### src/rtl/va_034_qctl_if.sv
`default_nettype none
// ============================================================================
//  Module      : va_034_qctl_if
//  Description : Bus-side signal bundle for the VP1-034 Q-bus slave cycle
//                controller.
//                Slave side (the controller) receives:
//                  n_sync, n_din, n_dout, n_iaki, n_sb (all active low)
//                  irq (active high, synchronous to the controller clock)
//                Slave side (the controller) drives:
//                  n_rply, n_dme, n_virq, n_iako, n_ven (all active low)
//                  c (active high), ack (active high, one-cycle pulse)
//  Revision    : 1.0  initial release
// ============================================================================
interface va_034_qctl_if;
    logic n_sync;
    logic n_din;
    logic n_dout;
    logic n_iaki;
    logic n_sb;
    logic irq;
    logic n_rply;
    logic n_dme;
    logic c;
    logic n_virq;
    logic n_iako;
    logic n_ven;
    logic ack;

    modport slave (
        input  n_sync, n_din, n_dout, n_iaki, n_sb, irq,
        output n_rply, n_dme, c, n_virq, n_iako, n_ven, ack
    );

    modport master (
        output n_sync, n_din, n_dout, n_iaki, n_sb, irq,
        input  n_rply, n_dme, c, n_virq, n_iako, n_ven, ack
    );
endinterface
`default_nettype wire

### src/rtl/va_034_qctl.sv
`default_nettype none
// ============================================================================
//  Module      : va_034_qctl
//  Description : Clocked MPI/Q-bus slave cycle controller. Synchronizes the
//                raw bus strobes and the decoder select, runs the data-cycle
//                FSM (register read-out enable, write strobe, bus reply) and
//                the interrupt request / acknowledge daisy-chain handshake.
//  Ports       : clk   - single clock, all state on rising edge
//                rst_n - asynchronous active-low reset
//                bus   - va_034_qctl_if.slave (strobes in, reply/enables out)
//  Parameters  : SYNC_STAGES - synchronizer depth (2..4)
//                RPLY_DLY    - cycles from n_dme/n_ven asserted to n_rply (1..15)
//                WR_PW       - width of the c pulse on writes (1..15)
//  Revision    : 1.0  initial release
// ============================================================================
module va_034_qctl #(
    parameter int SYNC_STAGES = 2,
    parameter int RPLY_DLY    = 2,
    parameter int WR_PW       = 2
) (
    input  wire          clk,
    input  wire          rst_n,
    va_034_qctl_if.slave bus
);

    localparam logic [3:0] c_rply_dly = 4'(RPLY_DLY);
    localparam logic [3:0] c_wr_pw    = 4'(WR_PW);

    typedef enum logic [2:0] {
        S_IDLE = 3'd0,
        S_ADDR = 3'd1,
        S_RD   = 3'd2,
        S_WR   = 3'd3,
        S_RPLY = 3'd4,
        S_IAKW = 3'd5,
        S_VEC  = 3'd6,
        S_PASS = 3'd7
    } state_t;

    // ------------------------------------------------------------------
    // Input synchronizers. Bit order: {n_sb, n_iaki, n_dout, n_din, n_sync}.
    // Preset to all-ones so every strobe reads negated out of reset.
    // ------------------------------------------------------------------
    logic [4:0] w_raw;
    logic [4:0] r_pipe [SYNC_STAGES];
    logic [4:0] w_act;

    assign w_raw = {bus.n_sb, bus.n_iaki, bus.n_dout, bus.n_din, bus.n_sync};

    always_ff @(posedge clk or negedge rst_n) begin
        if (!rst_n) begin
            for (int i = 0; i < SYNC_STAGES; i++) begin
                r_pipe[i] <= '1;
            end
        end else begin
            r_pipe[0] <= w_raw;
            for (int i = 1; i < SYNC_STAGES; i++) begin
                r_pipe[i] <= r_pipe[i-1];
            end
        end
    end

    assign w_act = ~r_pipe[SYNC_STAGES-1];

    logic w_sync_s, w_din_s, w_dout_s, w_iak_s, w_sel_s;
    assign w_sync_s = w_act[0];
    assign w_din_s  = w_act[1];
    assign w_dout_s = w_act[2];
    assign w_iak_s  = w_act[3];
    assign w_sel_s  = w_act[4];

    // ------------------------------------------------------------------
    // State and registered outputs
    // ------------------------------------------------------------------
    state_t     r_state;
    logic [3:0] r_cnt;
    logic       r_is_rd;
    logic       r_pend;
    logic       r_n_rply;
    logic       r_n_dme;
    logic       r_c;
    logic       r_n_virq;
    logic       r_n_iako;
    logic       r_n_ven;
    logic       r_ack;

    // Vector delivered and the acknowledging master has let go: this is the
    // edge that produces ACK and retires the pending request.
    logic w_vec_done;
    assign w_vec_done = (r_state == S_VEC) && (!w_iak_s || !w_din_s) && !r_n_rply;

    // Pending request. A request is only captured while idle, and the
    // IAKW/VEC window is frozen so the arbitration decision cannot be
    // disturbed by irq moving mid-acknowledge.
    logic w_pend_next;
    always_comb begin
        w_pend_next = r_pend;
        if (w_vec_done) begin
            w_pend_next = 1'b0;
        end else if (bus.irq && (r_state == S_IDLE)) begin
            w_pend_next = 1'b1;
        end else if (!bus.irq && (r_state != S_IAKW) && (r_state != S_VEC)) begin
            w_pend_next = 1'b0;
        end
    end

    always_ff @(posedge clk or negedge rst_n) begin
        if (!rst_n) begin
            r_pend   <= 1'b0;
            r_n_virq <= 1'b1;
        end else begin
            r_pend   <= w_pend_next;
            r_n_virq <= ~w_pend_next;
        end
    end

    always_ff @(posedge clk or negedge rst_n) begin
        if (!rst_n) begin
            r_state  <= S_IDLE;
            r_cnt    <= 4'd0;
            r_is_rd  <= 1'b0;
            r_n_rply <= 1'b1;
            r_n_dme  <= 1'b1;
            r_c      <= 1'b0;
            r_n_iako <= 1'b1;
            r_n_ven  <= 1'b1;
            r_ack    <= 1'b0;
        end else begin
            r_ack <= 1'b0;
            case (r_state)
                S_IDLE: begin
                    if (w_sync_s) begin
                        if (w_sel_s) begin
                            r_state <= S_ADDR;
                        end
                    end else if (w_iak_s && w_din_s) begin
                        r_state <= S_IAKW;
                    end
                end

                S_ADDR: begin
                    if (!w_sync_s) begin
                        r_state <= S_IDLE;
                    end else if (w_din_s && !w_dout_s) begin
                        r_state <= S_RD;
                        r_n_dme <= 1'b0;
                        r_cnt   <= c_rply_dly;
                        r_is_rd <= 1'b1;
                    end else if (w_dout_s && !w_din_s) begin
                        r_state <= S_WR;
                        r_c     <= 1'b1;
                        r_cnt   <= c_wr_pw;
                        r_is_rd <= 1'b0;
                    end
                end

                // Abort has priority over the reply countdown.
                S_RD: begin
                    if (!w_din_s) begin
                        r_n_dme <= 1'b1;
                        r_state <= w_sync_s ? S_ADDR : S_IDLE;
                    end else if (r_cnt <= 4'd1) begin
                        r_n_rply <= 1'b0;
                        r_state  <= S_RPLY;
                    end else begin
                        r_cnt <= r_cnt - 4'd1;
                    end
                end

                // c falls on the same edge that raises the reply.
                S_WR: begin
                    if (!w_dout_s) begin
                        r_c     <= 1'b0;
                        r_state <= w_sync_s ? S_ADDR : S_IDLE;
                    end else if (r_cnt <= 4'd1) begin
                        r_c      <= 1'b0;
                        r_n_rply <= 1'b0;
                        r_state  <= S_RPLY;
                    end else begin
                        r_cnt <= r_cnt - 4'd1;
                    end
                end

                S_RPLY: begin
                    if (!(r_is_rd ? w_din_s : w_dout_s)) begin
                        r_n_rply <= 1'b1;
                        r_n_dme  <= 1'b1;
                        r_state  <= w_sync_s ? S_ADDR : S_IDLE;
                    end
                end

                // Single-cycle arbitration point for the acknowledge.
                S_IAKW: begin
                    if (r_pend) begin
                        r_state <= S_VEC;
                        r_n_ven <= 1'b0;
                        r_cnt   <= c_rply_dly;
                    end else begin
                        r_state  <= S_PASS;
                        r_n_iako <= 1'b0;
                    end
                end

                // r_n_rply doubles as the "vector already replied" flag.
                S_VEC: begin
                    if (!w_iak_s || !w_din_s) begin
                        r_n_ven  <= 1'b1;
                        r_n_rply <= 1'b1;
                        r_ack    <= ~r_n_rply;
                        r_state  <= S_IDLE;
                    end else if (r_n_rply) begin
                        if (r_cnt <= 4'd1) begin
                            r_n_rply <= 1'b0;
                        end else begin
                            r_cnt <= r_cnt - 4'd1;
                        end
                    end
                end

                S_PASS: begin
                    if (!w_iak_s) begin
                        r_n_iako <= 1'b1;
                        r_state  <= S_IDLE;
                    end
                end

                default: begin
                    r_state <= S_IDLE;
                end
            endcase
        end
    end

    assign bus.n_rply = r_n_rply;
    assign bus.n_dme  = r_n_dme;
    assign bus.c      = r_c;
    assign bus.n_virq = r_n_virq;
    assign bus.n_iako = r_n_iako;
    assign bus.n_ven  = r_n_ven;
    assign bus.ack    = r_ack;

endmodule
`default_nettype wire

### src/flat_wrapper.sv
// flat-port wrapper written by rule: the top's interface ports become plain ports
module va_034_qctl_flat 
#(
    parameter int SYNC_STAGES = 2,
    parameter int RPLY_DLY    = 2,
    parameter int WR_PW       = 2
)
  (clk, rst_n, bus_n_sync, bus_n_din, bus_n_dout, bus_n_iaki, bus_n_sb, bus_irq, bus_n_rply, bus_n_dme, bus_c, bus_n_virq, bus_n_iako, bus_n_ven, bus_ack);
  va_034_qctl_if bus_i ();
  input  wire clk;
  input  wire rst_n;
  input wire logic [$bits(bus_i.n_sync)-1:0] bus_n_sync;
  input wire logic [$bits(bus_i.n_din)-1:0] bus_n_din;
  input wire logic [$bits(bus_i.n_dout)-1:0] bus_n_dout;
  input wire logic [$bits(bus_i.n_iaki)-1:0] bus_n_iaki;
  input wire logic [$bits(bus_i.n_sb)-1:0] bus_n_sb;
  input wire logic [$bits(bus_i.irq)-1:0] bus_irq;
  output wire logic [$bits(bus_i.n_rply)-1:0] bus_n_rply;
  output wire logic [$bits(bus_i.n_dme)-1:0] bus_n_dme;
  output wire logic [$bits(bus_i.c)-1:0] bus_c;
  output wire logic [$bits(bus_i.n_virq)-1:0] bus_n_virq;
  output wire logic [$bits(bus_i.n_iako)-1:0] bus_n_iako;
  output wire logic [$bits(bus_i.n_ven)-1:0] bus_n_ven;
  output wire logic [$bits(bus_i.ack)-1:0] bus_ack;
  assign bus_i.n_sync = bus_n_sync;
  assign bus_i.n_din = bus_n_din;
  assign bus_i.n_dout = bus_n_dout;
  assign bus_i.n_iaki = bus_n_iaki;
  assign bus_i.n_sb = bus_n_sb;
  assign bus_i.irq = bus_irq;
  assign bus_n_rply = bus_i.n_rply;
  assign bus_n_dme = bus_i.n_dme;
  assign bus_c = bus_i.c;
  assign bus_n_virq = bus_i.n_virq;
  assign bus_n_iako = bus_i.n_iako;
  assign bus_n_ven = bus_i.n_ven;
  assign bus_ack = bus_i.ack;
  va_034_qctl #(.SYNC_STAGES(SYNC_STAGES), .RPLY_DLY(RPLY_DLY), .WR_PW(WR_PW)) u_core (.clk(clk), .rst_n(rst_n), .bus(bus_i));
endmodule
### config.mk
export PLATFORM = sky130hd
export DESIGN_NAME = va_034_qctl_flat
export DESIGN_NICKNAME = d
export VERILOG_FILES = /design/src/rtl/va_034_qctl_if.sv /design/src/rtl/va_034_qctl.sv /design/src/flat_wrapper.sv
export SDC_FILE = /design/constraint.sdc
export NUM_CORES = 1
export LEC_CHECK = 0
export ABC_AREA = 1
export BUFFER_PORTS_ARGS = -buffer_cell sky130_fd_sc_hd__buf_2
export CAP_MARGIN = 20
export CELL_PAD_IN_SITES_DETAIL_PLACEMENT = 2
export CELL_PAD_IN_SITES_GLOBAL_PLACEMENT = 2
export CORE_MARGIN = 3
export CORE_UTILIZATION = 30
export DETAILED_ROUTE_END_ITERATION = 10
export PLACE_DENSITY = 0.7
export SETUP_SLACK_MARGIN = 0.15
export SLEW_MARGIN = 0
export SYNTH_ARGS = -nofsm -noshare
export SYNTH_HDL_FRONTEND = slang
export SYNTH_SLANG_ARGS = --single-unit
### constraint.sdc
create_clock -name clk -period 2.1 [get_ports clk]
set_input_delay 0.21 -clock clk [delete_from_list [all_inputs] [get_ports clk]]
set_output_delay 0.21 -clock clk [all_outputs]
set_load 0.005 [all_outputs]
==> reports/summary.txt <==
status = finished, final reports clean
Reg-to-Reg End = u_core.r_state[0]$_DFFE_PN0P_
FF+latch count, synth = 26
Critical Path RT = 2.33 ns
worst path cell trace = inv_1 > ha_1 > nor2_1 > nand3_1 > nor2_1 > nor2_1 > nand3_1 > nand2_1 > nand2_1
routed wire length = 4.73 mm
worst-margin pin slew = 0.629 ns
Setup crit end = u_core.r_state[0]$_DFFE_PN0P_
Hold Path Depth = 1
DRT antenna net count = 0
initial drt markers = 29
CP startpoint kind = register
worst-path fanout max = 5
routed via count = 1,355
gr usage total = 17.2%
ANT cells = 0
Worst IR Drop VDD = 0.392 mV
Die Y = 77.6 um
largest net degree at the start of global routing = 27
CP max stage delay = 0.61 ns
sequential area share after synthesis = 43.5%
P_leak = 0.000892 uW
clock sinks = 26
Layout area overhead = 14.4%
Syn Area/Cell = 7.73 um^2
CTS tree = built
main flop type after synthesis = dfstp_2
IO Pins = 15
crit path kind = reg -> reg
DR pass1 iterations = 4
Final Max Slew Viols = 0
Critical-path top delay cell = dfstp_2
Cells after Synth = 199
Starting Density = 31.7%
Post-synth ARST share = 100%
Post-synth EDFFs = 0
Core Rows = 25
flop2flop setup slack = 0.29 ns
CTS H-tree depth = 1
fin crit period = 1.81 ns
Clk Latency, worst-skew pair = 0.28 ns
period utilization = 86.0%
Die W = 77.6 um
CP endpoint kind = register
first-pass GRT wire length = 7.94 mm
Worst Clk Skew = 0.00595 ns
Post-route DRC = 0
worst r2r src = u_core.r_pipe[1]$_DFF_PN1_
clock buffer count from CTS = 3
core area = 0.00485 mm^2
Power per Cell Area = 1390 mW/mm^2
total die area = 0.00603 mm^2
Post-Synthesis Cell Area = 0.00154 mm^2
final setup TNS = 0 ns
final hold viol count = 0
post-DP HPWL = 3.80 mm
Worst Setup SP = u_core.r_pipe[1]$_DFF_PN1_
clk slew on worst S/H paths = 0.10 ns
YS warnings = 0
Syn Nets = 211
final setup vio count = 0
hold crit path type = in -> reg
Crit path top cell by count = nor2_1
share of layout cells above drive strength 1 = 28.1%
Clock Root Buffer = clkbuf_8
Final nets = 230
placer congestion estimate = 0.876
Max Buffers Root-to-Sink = 2
cells on worst reg2reg path = 9
cells resized by post-CTS repair = 0
WP data arrival = 2.03 ns
initial antenna violation count = 0
Peak Freq = 554 MHz
Slew HR = 58.1%
grt ovf = 0
vias in the first global route = 1,533
vias per cell = 4.77
PnR worst setup slack = 0.294 ns
Port Buffers = 14
Max Cap Violations = 0
Worst Setup Slack post-DPL = 0.350 ns
post-DR wirelength/cell = 16.7 um
RSZ-0062 raised after global routing = false
Distinct cells, synth = 23
==> synthesized netlist by cell type (2+ instances only) <==
cell	count	area (um^2)
nand2_1	57	214
nor2_1	24	90.1
inv_1	20	75.1
nand3_1	18	90.1
dfstp_2	15	394
dfrtp_1	11	275
o21ai_0	7	35.0
nand2_2	6	37.5
nor2_2	6	37.5
a21oi_1	4	20.0
ha_1	4	50.1
nand4_1	4	25.0
nor2_4	4	45.0
buf_6	3	33.8
inv_2	3	11.3
nand2_4	3	33.8
o21ai_1	3	15.0
nand3_2	2	20.0
==> logic make-up (layout without fill, tap and decap cells) <==
kind of cell / after synthesis / count (layout) / synth area share, %
adders and majority gates: 4 / 4 / 3.25
and+or+nand+nor: 126 / 126 / 39.4
AOI/OAI and AO/OA: 15 / 15 / 5.12
DFF: 26 / 26 / 43.5
buffers and inverters: 28 / 46 / 8.78
==> power breakdown <==
part           internal (uW)  total [uW]  leakage (uW)  switching (uW)
registers                662         836      0.000299             174
clock network            256         431     0.0000357             175
logic                    397        1170      0.000557             777
total                   1310        2440      0.000892            1130
==> metrics by stage <==
step	std cells	hold slack (ns)	area, um^2	utilization, %	total power [uW]
floorplan	199	-0.0856	1540	-	1690
global route	284	0.00180	1760	36.3	2670
detailed placement	277	0.262	1660	34.2	2020
CTS	282	0.00739	1740	35.9	2470
finish	284	0.0126	1760	36.3	2440
global placement	277	0.244	1660	34.2	1950
==> what timing repair did <==
action,4_1_cts,5_1_grt
hold buffers,1,2
buffers inserted,0,0
endpoints found under the hold margin,11,2
==> registers in the layout, indices dropped and copies added (netlist names) <==
signal	flops
u_core.r_pend	1
u_core.r_is_rd	1
u_core.bus.n_rply	1
u_core.bus.c	1
u_core.bus.n_ven	1
u_core.bus.n_virq	1
u_core.r_pipe	10
u_core.bus.n_dme	1
u_core.bus.ack	1
u_core.r_state	3
u_core.r_cnt	4
u_core.bus.n_iako	1
==> worst max-delay path, delay by kind of cell (launching register included) <==
kind	cells	cell delay (ns)
buffers and inverters	1	0.13
DFF	1	0.61
adders and majority gates	1	0.27
and+or+nand+nor	7	0.75
==> layout by cell type, fill, tap and decap left out <==
master | netlist | layout
nand2_1 | 57 | 57
nor2_1 | 24 | 24
inv_1 | 20 | 20
nand3_1 | 18 | 18
dfstp_2 | 15 | 15
buf_2 | 0 | 14
dfrtp_1 | 11 | 11
o21ai_0 | 7 | 7
nor2_2 | 6 | 6
nand2_2 | 6 | 6
nor2_4 | 4 | 4
a21oi_1 | 4 | 4
nand4_1 | 4 | 4
ha_1 | 4 | 4
inv_2 | 3 | 3
o21ai_1 | 3 | 3
nand2_4 | 3 | 3
clkbuf_8 | 0 | 3
dlygate4sd3_1 | 0 | 3
nand3_2 | 2 | 2
inv_4 | 1 | 1
inv_6 | 1 | 1
and3_1 | 1 | 1
o21ai_2 | 1 | 1
or2_2 | 1 | 1
bufinv_16 | 0 | 1
==> cell type report <==
cell class / instances / area, um^2
multi-input cells: 145 / 734
clock buffers: 3 / 41.3
well taps: 67 / 83.8
flip-flops and latches: 26 / 669
clock inverters: 1 / 30.0
repair buffers: 17 / 100
fillers: 591 / 3090
inverters: 25 / 101
==> metal layers <==
layer | vias to the layer above | track usage (%) | wire [um]
met3 | 7 | 2.44 | 134
met2 | 20 | 31.0 | 2480
met1 | 666 | 21.3 | 2050
met4 | 0 | 4.80 | 68
met5 | - | 0 | 0
li1 | 662 | - | -
==> worst min path at each step <==
stage,slack (ns),endpoint,startpoint
after floorplan,-0.09,u_core.bus.ack$_DFF_PN0_,rst_n
after global placement,0.24,u_core.bus.c$_DFFE_PN0P_,rst_n
after detailed placement,0.26,u_core.r_is_rd$_DFFE_PN0P_,rst_n
after CTS,0.007,u_core.r_pipe[9]$_DFF_PN1_,bus_n_sb
after global routing,0.002,u_core.r_pipe[6]$_DFF_PN1_,bus_n_din
final,0.01,u_core.r_pipe[8]$_DFF_PN1_,bus_n_iaki
No activity file was read; power rests on OpenSTA's default activity.
